### src/rtl/led_pkg.sv
// Shared constants for the seven-segment display blocks:
// blank pattern, hex glyph table and counter width helper.
package led_pkg;

    localparam logic [6:0] SEG_BLANK = 7'h7F;

    localparam logic [6:0] SEG_TABLE [16] = '{
        7'h01, 7'h4F, 7'h12, 7'h06,
        7'h4C, 7'h24, 7'h20, 7'h0F,
        7'h00, 7'h04, 7'h08, 7'h60,
        7'h31, 7'h42, 7'h30, 7'h38
    };

    // Width of a counter that runs 0..n-1 (never below one bit).
    function automatic int cnt_width(input int n);
        return (n <= 2) ? 1 : $clog2(n);
    endfunction

endpackage

### src/rtl/led_hex_decoder.sv
// Hex nibble to active-low seven-segment pattern, a..g on bits 6..0.
module led_hex_decoder
    import led_pkg::*;
(
    input  logic [3:0] hex,
    output logic [6:0] seg
);

    assign seg = SEG_TABLE[hex];

endmodule

### src/rtl/multi_digit_led_driver.sv
// Time-multiplexed common-anode driver: prescaled scan with blanking
// steps and frame-coherent snapshots of the per-digit inputs.
module multi_digit_led_driver
    import led_pkg::*;
#(
    parameter int NUM_DIGITS  = 4,
    parameter int PRESCALE    = 16,
    parameter int BLANK_STEPS = 3
) (
    input  logic                    clk,
    input  logic                    reset,
    input  logic [4*NUM_DIGITS-1:0] digits,
    input  logic [NUM_DIGITS-1:0]   dp_in,
    input  logic [NUM_DIGITS-1:0]   digit_en,
    input  logic                    load,
    output logic                    load_ack,
    output logic                    frame_start,
    output logic [NUM_DIGITS-1:0]   an,
    output logic [6:0]              seg,
    output logic                    dp
);

    localparam int SLOT = BLANK_STEPS + 1;
    localparam int PW   = cnt_width(PRESCALE);
    localparam int SW   = cnt_width(SLOT);
    localparam int DW   = cnt_width(NUM_DIGITS);

    localparam logic [PW-1:0] PRE_LAST = PW'(PRESCALE - 1);
    localparam logic [SW-1:0] SUB_LAST = SW'(SLOT - 1);
    localparam logic [DW-1:0] DIG_LAST = DW'(NUM_DIGITS - 1);

    logic [PW-1:0]           pre;
    logic [SW-1:0]           sub;
    logic [DW-1:0]           slot;
    logic                    load_pending;
    logic [4*NUM_DIGITS-1:0] shadow_digits;
    logic [NUM_DIGITS-1:0]   shadow_dp;
    logic [NUM_DIGITS-1:0]   shadow_en;

    logic                  tick;
    logic                  frame_pos0;
    logic                  capture;
    logic [DW-1:0]         sel;
    logic [3:0]            nibble;
    logic                  sel_dp;
    logic [NUM_DIGITS-1:0] lit;
    logic [6:0]            dec_seg;

    // Step position is kept as (slot, sub) so no divider is needed.
    assign tick       = (pre == PRE_LAST);
    assign frame_pos0 = tick && (sub == '0) && (slot == '0);
    assign capture    = frame_pos0 && (load_pending || load);
    assign sel        = DIG_LAST - slot;

    // On a capture tick the segment load must see the fresh inputs.
    always_comb begin
        nibble = 4'h0;
        sel_dp = 1'b0;
        lit    = '0;
        for (int k = 0; k < NUM_DIGITS; k++) begin
            if (sel == DW'(k)) begin
                nibble = capture ? digits[4*k +: 4]
                                 : shadow_digits[4*k +: 4];
                sel_dp = capture ? dp_in[k] : shadow_dp[k];
                lit[k] = shadow_en[k];
            end
        end
    end

    led_hex_decoder u_dec (
        .hex (nibble),
        .seg (dec_seg)
    );

    always_ff @(posedge clk or negedge reset) begin
        if (!reset) begin
            pre           <= '0;
            sub           <= '0;
            slot          <= '0;
            load_pending  <= 1'b1;
            shadow_digits <= '0;
            shadow_dp     <= '0;
            shadow_en     <= '0;
            load_ack      <= 1'b0;
            frame_start   <= 1'b0;
            an            <= '1;
            seg           <= SEG_BLANK;
            dp            <= 1'b1;
        end else begin
            load_ack    <= capture;
            frame_start <= frame_pos0;
            pre         <= tick ? '0 : pre + 1'b1;
            if (capture) begin
                shadow_digits <= digits;
                shadow_dp     <= dp_in;
                shadow_en     <= digit_en;
                load_pending  <= 1'b0;
            end else if (load) begin
                load_pending <= 1'b1;
            end
            if (tick) begin
                if (sub == SUB_LAST) begin
                    sub  <= '0;
                    slot <= (slot == DIG_LAST) ? '0 : slot + 1'b1;
                end else begin
                    sub <= sub + 1'b1;
                end
                unique case (1'b1)
                    (sub == SW'(0)): begin
                        seg <= dec_seg;
                        dp  <= ~sel_dp;
                        an  <= '1;
                    end
                    (sub == SW'(1)): an <= ~lit;
                    (sub == SW'(2)): an <= '1;
                    default: ;
                endcase
            end
        end
    end

endmodule
### config.mk
export PLATFORM = sky130hd
export DESIGN_NAME = multi_digit_led_driver
export DESIGN_NICKNAME = d
export VERILOG_FILES = /design/src/rtl/led_pkg.sv /design/src/rtl/led_hex_decoder.sv /design/src/rtl/multi_digit_led_driver.sv
export SDC_FILE = /design/constraint.sdc
export NUM_CORES = 1
export LEC_CHECK = 0
export CORE_UTILIZATION = 40
export CTS_CLUSTER_DIAMETER = 50
export DETAILED_ROUTE_END_ITERATION = 10
export HOLD_SLACK_MARGIN = 0.1
export PLACE_DENSITY_LB_ADDON = 0.15
export SYNTH_ARGS = -nofsm -noshare
export SYNTH_HDL_FRONTEND = slang
export SYNTH_SLANG_ARGS = --single-unit
### constraint.sdc
create_clock -name clk -period 3.7 [get_ports clk]
set_clock_uncertainty 0.05 [all_clocks]
set_input_delay 0.74 -clock clk [delete_from_list [all_inputs] [get_ports clk]]
set_output_delay 0.74 -clock clk [all_outputs]
set_load 0.005 [all_outputs]
* Yosys cells after proc, flatten, opt, wreduce, memory -nomap -nowiden
Memories as Yosys holds them, arrays and structs flattened. A register that Yosys moved wholly into a read port is not among the register bits.
Index checks and enable logic that the tools add are counted.
** Storage, ports and cells
- Bits of input ports :: 27
- Register bits after elaboration :: 40
- Output and inout port bits :: 14
- Memories :: 1
- Logic and storage cells :: 67
- ROM bits :: 112
** Memories
- (name not given) :: words 16, width 7, rd ports 1, clocked after Yosys merged registers in 1, wr ports 0, line led_hex_decoder.sv:9 : assign seg = SEG_TABLE[hex];
** Cells by class
- Add/subtract/negate cells :: 4
- Eq/ne operators :: 8
- Bitwise gates (word level) :: 3
- Reductions and logical operators :: 14
- Muxes and demuxes :: 26
** Operator list (count)
- 2-to-1 mux 4 bit :: 9
- 2-to-1 mux 1 bit :: 14
- equality test 2 bit, second input constant :: 5
- one-hot mux 4 bit (2 select lines) :: 1
- zero test 2 bit :: 3
- AND reduction 2 bit :: 3
- inverter 4 -> 5 bit :: 1
- adder 2 x 1 -> 2 bit, second input constant :: 2
- adder 4 x 1 -> 4 bit, second input constant :: 1
- equality test 2 x 1 -> 1 bit, second input constant :: 2
- equality test 4 bit, second input constant :: 1
- 2-to-1 mux 2 bit :: 2
- inverter 4 bit :: 1
- nonzero test 2 bit :: 2
- logical AND 1 bit :: 3
- OR reduction 2 bit :: 1
- subtractor 2 bit, first input constant :: 1
- zero test 1 bit :: 1
- logical OR 1 bit :: 1
- inverter 1 bit :: 1

* Depth between registers and ports, before layout
Gate-level depths: netlist of the first run.
- Depth after elaboration :: 10
- Mapped depth :: 12
- Depth with buffers taken out :: 11

* Cells and area by module
A second synthesis of the first run with hierarchy kept.
** Second synthesis, totals
- Cell total of the unflattened synthesis :: 231
- Area total of the unflattened synthesis :: 2523.7 sq um
** Modules (own cells, without submodules)
- multi_digit_led_driver :: instances 1, area an instance 2254.7 sq um, cells each 198
- led_hex_decoder :: instances 1, area an instance 269.0 sq um, cells each 33

* Worst setup path after synthesis of the first run
OpenSTA, ideal clock, no wires.
- Path kind :: input to register
- Start point :: in load
- End point :: reg seg[5]
- Stages :: 9
- Setup time :: 0.073 ns
- Path buffers :: 0
- Setup slack :: 0.784 ns
- Arrival time :: 2.792 ns
- Cell sequence :: o21a_1 -> nand2_2 -> mux2_2 -> mux2i_1 -> inv_1 -> ha_1 -> mux2_1 -> o22a_1 -> a21oi_1
** On the way
- Word-level cells in the longest chain between the ends :: 8
** Ends and longest elaborated chain
- start: declaration :: line multi_digit_led_driver.sv:15 : input logic load,
- logical OR 1 bit * :: line multi_digit_led_driver.sv:52 : assign capture = frame_pos0 && (load_pending || load);
- logical AND 1 bit * :: line multi_digit_led_driver.sv:52
- 2-to-1 mux 4 bit :: line multi_digit_led_driver.sv:62 : nibble = capture ? digits[4*k +: 4]
- 2-to-1 mux 4 bit (3 in a row) :: line multi_digit_led_driver.sv:61 : if (sel == DW'(k)) begin
- 2-to-1 mux 4 bit * :: line multi_digit_led_driver.sv:61
- inverter 4 -> 5 bit (implied by the code) * :: line led_hex_decoder.sv:9
- end: declaration :: line multi_digit_led_driver.sv:19 : output logic [6:0] seg,
Every way passes the cells marked *; elsewhere a longest branch is shown, timed or not.
A chain may end at the register's enable or synchronous reset.

* Worst setup path in the final report of the first run
Ends and elaborated chain as after synthesis.

==> out/results.tsv, run 1 <==
metric	value	unit
Area Growth Syn to Fin	22.9	%
fin crit share	83.5	%
pin count of the biggest net entering global routing	34	
status	finished clean	
Gate Count Post-Synth	244	
most common cell after layout, fill and taps aside	nand2_1	
CTS H-tree lvls	2	
Sink Count	47	
DRC violations left	0	
Final WS setup	609	ps
GRT Total Usage	16.7	%
Post-synth EDFFs	0	
total I/O pin count	41	
Skew-Pair Late Insertion Delay	300	ps
first-pass GRT wire length	8160	um
clock power share	34.4	%
Mapped Nets	286	
Final HPWL DP	3410	um
Tightest Pin Transition	750	ps
Int Power	0.000770	W
GP Congestion	0.828	
fin util	52.4	%
HP Class	reg -> reg	
power share of the combinational group	10.5	%
Sw Share	22.9	%
most frequent cells in the layout	nand2_1 (69), clkdlybuf4s50_1 (39), dfrtp_1 (34)	
worst rel slew slack	50.0	%
clk buf depth	2	
Post-Synthesis Cell Area	2420	sq um
Yosys Warn Count	0	
number of diodes	0	
post-CTS setup buffers	0	
vias per inst	4.86	
PD cells	335	nW/um^2
DR WL/cell	13.3	um
Max Fclk	323	MHz
Post-Place Setup Slack	303	ps
NetSw	0.000228	W
post-synth cell types	39	
Final Slew Violations	0	
Syn Area/Cell	9.92	sq um
# rows	27	
Synth async-reset ratio	100	%
Final Setup Violations	0	
cts hold-fix bufs	0	
port bufs	40	
grt ovf	0	
crit path time final	3090	ps
CP Max Fanout	5	
Pre-antenna DRT Iters	4	
number of global-route vias before repair	1692	
RSZ-0062 raised after global routing	no	
layout cells sized above 1	14.7	%
layout net count	326	
Initial Utilization	42.7	%
final wirelength	4770	um
Final Hold Fails	0	
Via Count	1736	
number of gates resized after cts	0	
Iter 0 DRT Violations	81	
TritonCTS clock tree	yes	
core area	5680	sq um
initial antenna violation count	0	
clock root cell	clkbuf_8	
Die ar.	6370	sq um
top flip-flop cell by instance count after synthesis	dfrtp_1	
Inserted Clock Buffers	5	
Worst setup SP type	input port	
CP Data Arrival Time	3270	ps
Final ANT Viol Nets	0	
Setup CP Type	in -> reg	
number of cells after detailed placement	349	
CP required	3880	ps
Seq pwr share	55.0	%
leakage	1.33	nW
max capacitance violation total	0	
Chip Width	79.8	um
maximum vdd drop	0.158	mV
die extent in y	79.8	um
Seq cells post-synth	47	
clock-pin slew of the registers on the worst-case setup and hold paths	90	ps
Final Non-Filler Cells	357	
register area share after synthesis	49.3	%
Final TNS setup	0	ps
Critical Path Sink Type	flip-flop	
## final timing paths
path	from	end	slack (ps)	cells past startpoint
worst min-delay path	shadow_en[1]	an[1]	400	1
worst min register to register	shadow_en[1]	an[1]	400	1
worst max register to register	pre[0]	seg[5]	720	10
min in group asynchronous	reset	pre[1]	450	1
max in group asynchronous	reset	shadow_digits[12]	2450	2
worst max-delay path	load	seg[5]	610	10
## metrics by stage
stage                     hold WS, ps  total power (W)  area, sq um
after floorplan                   375         0.000601         2420
after global placement            387         0.000664         2870
after global routing              416          0.00105         2980
after CTS                         405          0.00102         2980
final                             401         0.000998         2980
after detailed placement          392         0.000666         2870
## layout make-up
cell class / instances / area (sq um)
Fill cell: 539 / 2700
Tap cell: 72 / 90.1
Inverter: 11 / 41.3
Timing Repair Buffer: 45 / 433
Clock buffer: 7 / 96.3
Clock inverter: 1 / 7.51
Multi-Input combinational cell: 174 / 1120
Sequential cell: 47 / 1190
## synth_stat cells (all sizes together) (2+ instances only)
library cell / count / area, sq um
nand2: 71 / 272
mux2: 9 / 101
a221oi: 5 / 78.8
buf: 4 / 41.3
ha: 15 / 188
o21a: 3 / 22.5
inv: 11 / 41.3
dfrtp: 34 / 851
nor3: 3 / 15.0
a21oi: 8 / 40.0
mux2i: 6 / 60.1
and3: 2 / 12.5
dfstp: 13 / 342
nor2: 15 / 56.3
nand3b: 3 / 22.5
clkbuf: 8 / 30.0
and2: 3 / 18.8
o21ai: 10 / 50.1
a22oi: 2 / 15.0
a41oi: 4 / 35.0
nand3: 3 / 27.5
## cell families after synthesis
logic type	Yosys count	synth area share [%]
AO/OA/AOI/OAI	40	12.8
XOR/XNOR	2	0.724
adder cells (fa/ha/maj)	15	7.75
buffers and inverters	23	4.65
flip-flops	47	49.3
multiplexers	15	6.67
AND/OR/NAND/NOR	102	18.1
## worst max-delay path, stage by stage
cell	delay (ps)
clkdlybuf4s50_1	430
o21a_1	250
nand2_2	190
mux2_2	350
mux2_2	320
inv_1	140
ha_1	250
mux2_1	290
o22a_1	170
a21oi_1	130
## sequential cells by signal, summed over array words and instances, names as in the netlist
name	cells
load_ack	1
seg	7
shadow_dp	4
slot	2
pre	4
load_pending	1
shadow_en	4
frame_start	1
shadow_digits	16
dp	1
an	4
sub	2
## per-layer routing
metal  wire (um)  vias up  track usage [%]
met1        2450      802             23.7
met4          30        0             4.64
met5           0        -                0
met3         157        4             3.66
li1            -      898                -
met2        2130       32             25.4
## power by group through the flow
| stage | clock network (W) | logic, W | registers [W] |
|---|---|---|---|
| floorplan | 0 | 0.0000430 | 0.000558 |
| global placement | 0 | 0.000106 | 0.000558 |
| detailed placement | 0 | 0.000106 | 0.000559 |
| CTS | 0.000360 | 0.000107 | 0.000550 |
| global route | 0.000382 | 0.000117 | 0.000552 |
| finish | 0.000344 | 0.000105 | 0.000549 |
Power figures use the tool's default switching activity.
==> run 2, diff against run 1 <==
==> constraint.sdc (replaced) <==
create_clock -name clk -period 2.9 [get_ports clk]
set_clock_uncertainty 0.05 [all_clocks]
set_input_delay 0.58 -clock clk [delete_from_list [all_inputs] [get_ports clk]]
set_output_delay 0.58 -clock clk [all_outputs]
set_load 0.005 [all_outputs]
==> run 2 against run 1 <==
Sequential share of layout area fell by 1.1 points. Register-to-register slack got worse by 480 ps. Global-route usage is 0.91 points higher. Combinational power grew 32%. Cell count up 3.9%. Sequential power increased by 28%. Critical path depth did not move. Clock power increased by 13%. Largest cell class unchanged.
==> out/results.tsv, run 2 (same netlist as run 1, synthesis figures left out) <==
metric	value	unit	change
Die ar.	6370	sq um	unchanged
CP Max Fanout	4		-1
core area	5680	sq um	unchanged
Sw Share	23.6	%	+0.70 points
initial antenna violation count	0		unchanged
clock root cell	clkbuf_8		
Setup CP Type	in -> reg		
PD cells	401	nW/um^2	+20%
port bufs	40		unchanged
first-pass GRT wire length	8610	um	+5.5%
max capacitance violation total	0		unchanged
power share of the combinational group	11.4	%	+0.9 points
clock power share	31.6	%	-2.8 points
crit path time final	2730	ps	
Largest register FFs	16		unchanged
number of diodes	0		unchanged
number of global-route vias before repair	1768		+4.5%
Iter 0 DRT Violations	53		-35%
Tightest Pin Transition	578	ps	-172 ps
Worst setup SP type	input port		
clk buf depth	2		unchanged
Most flops, register	shadow_digits		
Initial Utilization	42.7	%	unchanged
leakage	1.39	nW	+4.5%
# rows	27		unchanged
fillers	546		+1.3%
total I/O pin count	41		unchanged
grt ovf	0		unchanged
Final HPWL DP	3560	um	+4.4%
CP Data Arrival Time	2920	ps	-350 ps
vias per inst	4.87		+0.11%
pin count of the biggest net entering global routing	48		+41%
final wirelength	4820	um	+1.2%
maximum vdd drop	0.186	mV	+18%
CP required	3080	ps	-800 ps
Fin Hold WS	307	ps	-94.0 ps
GP Congestion	0.766		-7.4%
layout net count	340		+4.3%
Skew-Pair Late Insertion Delay	300	ps	about the same
Chip Width	79.8	um	unchanged
Max Fclk	366	MHz	
Final Slew Violations	0		unchanged
CTS H-tree lvls	2		unchanged
Final Hold Fails	0		unchanged
fin crit share	94.2	%	
GRT Total Usage	17.6	%	+0.91 points
Via Count	1806		+4.0%
RSZ-0062 raised after global routing	no		
NetSw	0.000289	W	+27%
largest registers	shadow_digits (16), seg (7)		
TritonCTS clock tree	yes		
cts hold-fix bufs	0		unchanged
Pre-antenna DRT Iters	4		unchanged
post-CTS setup buffers	0		unchanged
Critical Path Sink Type	flip-flop		
die extent in y	79.8	um	unchanged
number of gates resized after cts	0		unchanged
clock-pin slew of the registers on the worst-case setup and hold paths	90	ps	about the same
Post-Place Setup Slack	-121	ps	-424 ps
most common cell after layout, fill and taps aside	nand2_1		
layout cells sized above 1	18.4	%	+3.7 points
Inserted Clock Buffers	5		unchanged
Area Growth Syn to Fin	26.5	%	
Final Setup Violations	0		unchanged
Int Power	0.000938	W	+22%
HP Class	in -> async		
Seq pwr share	57.1	%	+2.1 points
DRC violations left	0		unchanged
DR WL/cell	13.0	um	-2.6%
Sink Count	47		unchanged
Final ANT Viol Nets	0		unchanged
most frequent cells in the layout	nand2_1 (69), clkdlybuf4s50_1 (39), dfrtp_1 (34)		
Final WS setup	168	ps	-441 ps
status	finished clean		
worst rel slew slack	61.5	%	+11 points
-- run 2: changes by cell type in the layout (fill, tap and decap cells not counted), sizes merged --
cell and change:
clkbuf -1, buf +14, clkinv +1
-- run 2: final timing paths --
path | start | slack [ps] | cells after the start | endpoint
min reg2reg | shadow_en[3] | 400 | 1 | an[3]
max | load | 170 | 10 | seg[5]
min | reset | 310 | 2 | pre[2]
max reg2reg | pre[0] | 240 | 10 | seg[5]
max in group asynchronous | reset | 2090 | 2 | slot[0]
min in group clk | shadow_en[3] | 400 | 1 | an[3]
-- run 2: per-stage QoR --
step           cell area (sq um)  power, W  setup TNS [ps]  util, %  instances
6_report                    3060   0.00123               0     54.0        371
5_1_grt                     3060   0.00129               0     54.0        371
4_1_cts                     3060   0.00124               0     54.0        371
3_5_place_dp                2980  0.000853            -152     52.5        363
3_3_place_gp                2980  0.000853           -91.9     52.5        363
2_1_floorplan               2420  0.000766               0        -        244
-- run 2: area by class of cell --
cell class	count	area [sq um]	area share, %
well taps	72	90.1	2.94
clock buffers	6	72.6	2.37
repair buffers	59	538	17.6
clock inverters	2	12.5	0.408
flip-flops and latches	47	1190	38.9
multi-input cells	174	1120	36.4
inverters	11	41.3	1.35
-- run 2: power by group through the flow --
stage | combinational (W) | clock [W] | sequential (W)
2_1_floorplan | 0.0000549 | 0 | 0.000711
3_3_place_gp | 0.000140 | 0 | 0.000712
3_5_place_dp | 0.000140 | 0 | 0.000713
4_1_cts | 0.000141 | 0.000401 | 0.000701
5_1_grt | 0.000156 | 0.000428 | 0.000704
6_report | 0.000139 | 0.000388 | 0.000700
-- run 2: critical path, stage by stage --
cell and delay [ps]:
clkdlybuf4s50_1 430, o21a_1 230, nand2_2 100, mux2_2 330, mux2_2 290, inv_1 80, ha_1 250, mux2_1 310
o22a_1 180, a21oi_1 130
-- run 2: metal layers --
metal / GRT usage [%] / part of all wire, % / vias to the layer above
li1: - / - / 931
met1: 24.9 / 51 / 836
met2: 26.8 / 45 / 33
met3: 4.00 / 3.4 / 6
met4: 4.82 / 1.2 / 0
met5: 0 / 0 / -
==> run 3, diff against run 2 <==
--- a/config.mk
+++ b/config.mk
@@ -8,6 +8,7 @@
 export CORE_UTILIZATION = 40
 export CTS_CLUSTER_DIAMETER = 50
 export DETAILED_ROUTE_END_ITERATION = 10
+export GPL_TIMING_DRIVEN = 0
 export HOLD_SLACK_MARGIN = 0.1
 export PLACE_DENSITY_LB_ADDON = 0.15
 export SYNTH_ARGS = -nofsm -noshare
==> run 3 against run 2 <==
Global-route usage shrank 0.17 points. Register-to-register slack lost 60 ps. Non-clock buffer count shrank 4. Fmax shrank 2.1%. Sequential cell count is the same. Worst hold slack lost 190 ps. Sequential share of layout area is essentially flat. Worst setup slack lost 59 ps. Cell count shrank 1.1%. First-iteration DRC count grew 91%. Die area is the same. Final area is essentially flat. Highest routed layer unchanged.
==> out/results.tsv, run 3 (same netlist as run 1, synthesis figures left out) <==
metric	value	unit	change
Final Setup Violations	0		unchanged
CP required	3080	ps	about the same
leakage	1.38	nW	-0.89%
fin crit share	96.2	%	+2.0 points
DR WL/cell	13.2	um	+1.6%
GRT Total Usage	17.4	%	-0.17 points
worst reg2reg path depth	11		+1
DRC violations left	0		unchanged
GP Congestion	0.813		+6.1%
clock-pin slew of the registers on the worst-case setup and hold paths	90	ps	about the same
Via Count	1828		+1.2%
Final ANT Viol Nets	0		unchanged
# rows	27		unchanged
placed instance area	2930	sq um	-1.7%
Pre-antenna DRT Iters	4		unchanged
RSZ-0062 raised after global routing	no		
Iter 0 DRT Violations	101		+91%
TritonCTS clock tree	yes		
layout cells sized above 1	16.6	%	-1.8 points
largest registers	shadow_digits (16), seg (7)		
clk buf depth	2		unchanged
layout net count	336		-1.2%
most frequent cells in the layout	nand2_1 (69), clkdlybuf4s50_1 (39), dfrtp_1 (34)		
clock root cell	clkbuf_8		
Fin Hold WS	118	ps	-189 ps
Critical Path Source	load		
final instance area	3070	sq um	about the same
Skew-Pair Late Insertion Delay	290	ps	about the same
number of diodes	0		unchanged
Final HPWL DP	3510	um	-1.4%
Final Slew Violations	0		unchanged
initial antenna violation count	0		unchanged
register area	1190	sq um	unchanged
Final Hold Fails	0		unchanged
number of global-route vias before repair	1786		+1.0%
power share of the combinational group	11.2	%	-0.2 points
PD cells	407	nW/um^2	+1.6%
Chip Width	79.8	um	unchanged
maximum vdd drop	0.231	mV	+24%
Inserted Clock Buffers	5		unchanged
clock power share	32.7	%	+1.1 points
Largest register FFs	16		unchanged
multi-input logic area	1140	sq um	+2.2%
die extent in y	79.8	um	unchanged
first-pass GRT wire length	8480	um	-1.5%
Sw Share	23.0	%	-0.60 points
Sink Count	47		unchanged
Area Growth Syn to Fin	26.6	%	about the same
Initial Utilization	42.7	%	unchanged
status	finished clean		
Critical Path Sink Type	flip-flop		
R2R setup slack	180	ps	-60 ps
Most flops, register	shadow_digits		
final wirelength	4850	um	+0.50%
Worst setup SP type	input port		
fillers	525		-3.8%
Int Power	0.000961	W	+2.5%
CTS H-tree lvls	2		unchanged
CP Max Fanout	5		+1
max capacitance violation total	0		unchanged
grt ovf	0		unchanged
crit path time final	2790	ps	+58.8 ps
Tightest Pin Transition	558	ps	-19.4 ps
Reg-to-Reg End	seg[5]		
NetSw	0.000287	W	-0.93%
cts hold-fix bufs	0		unchanged
Die ar.	6370	sq um	unchanged
most common cell after layout, fill and taps aside	nand2_1		
pin count of the biggest net entering global routing	36		-25%
Seq pwr share	56.1	%	-1.0 points
fin util	54.0	%	about the same
HP Class	in -> async		
vias per inst	4.98		+2.3%
port bufs	40		unchanged
RR Startpoint	slot[0]		
worst rel slew slack	62.8	%	+1.3 points
total I/O pin count	41		unchanged
Max Fclk	358	MHz	-2.1%
CP Data Arrival Time	2970	ps	+50 ps
core area	5680	sq um	unchanged
Setup CP Type	in -> reg		
## run 3: cell count changes in the layout (fill, tap and decap cells not counted), sizes merged
| cell | previous run | this run |
|---|---|---|
| clkinvlp | 1 | 0 |
| buf | 20 | 10 |
| clkbuf | 6 | 13 |
## run 3: worst max-delay path by stage
stage              to  slack (ps)  cells after the start
6_report       seg[5]         110                     10
5_1_grt            dp           9                      9
4_1_cts        seg[5]           8                     10
3_5_place_dp   seg[5]        -630                     10
3_3_place_gp   seg[5]        -620                     10
2_1_floorplan  seg[5]          50                     11
## run 3: critical path, cell delays in order
cell and delay, ps:
clkdlybuf4s50_1 420, o21a_2 260, nand2_4 100, mux2_2 330
mux2_4 300, inv_2 90, ha_1 250, mux2_1 300
o22a_1 190, a21oi_1 140
## run 3: through the flow
step                std cells  TNS (ps)  setup slack [ps]  total power (W)
floorplan                 244         0              51.1         0.000766
global placement          356     -8690              -620         0.000846
detailed placement        357     -2420              -631         0.000851
CTS                       365         0              7.99          0.00126
global route              367         0              9.18          0.00132
finish                    367         0               109          0.00125
## run 3: what timing repair did
action | in CTS | in global routing
endpoints found under the setup margin | 4 | 2
endpoints found under the hold margin | 0 | 0
gates resized for setup | 4 | 4
buffers inserted | 1 | 3
pin swaps | 0 | 1
## run 3: layer usage
metal | part of all wire [%] | vias to the layer above | track usage (%)
li1 | - | 920 | -
met1 | 50 | 871 | 23.8
met2 | 46 | 31 | 27.7
met3 | 3.6 | 6 | 4.11
met4 | 1.1 | 0 | 4.29
met5 | 0 | - | 0
## run 3: final cells by class
class	instances	area share, %
clock buffers	7	2.82
flip-flops and latches	47	38.9
clock inverters	1	0.163
plain buffers	10	2.08
inverters	11	1.35
well taps	72	2.94
multi-input cells	174	37.2
repair buffers	45	14.5
## run 3: power by group through the flow
stage                     Clock [W]  Combinational [W]  Sequential [W]
after floorplan                   0          0.0000549        0.000711
after global placement            0           0.000134        0.000712
after detailed placement          0           0.000138        0.000713
after CTS                  0.000423           0.000141        0.000701
after global routing       0.000462           0.000156        0.000704
final                      0.000408           0.000139        0.000700
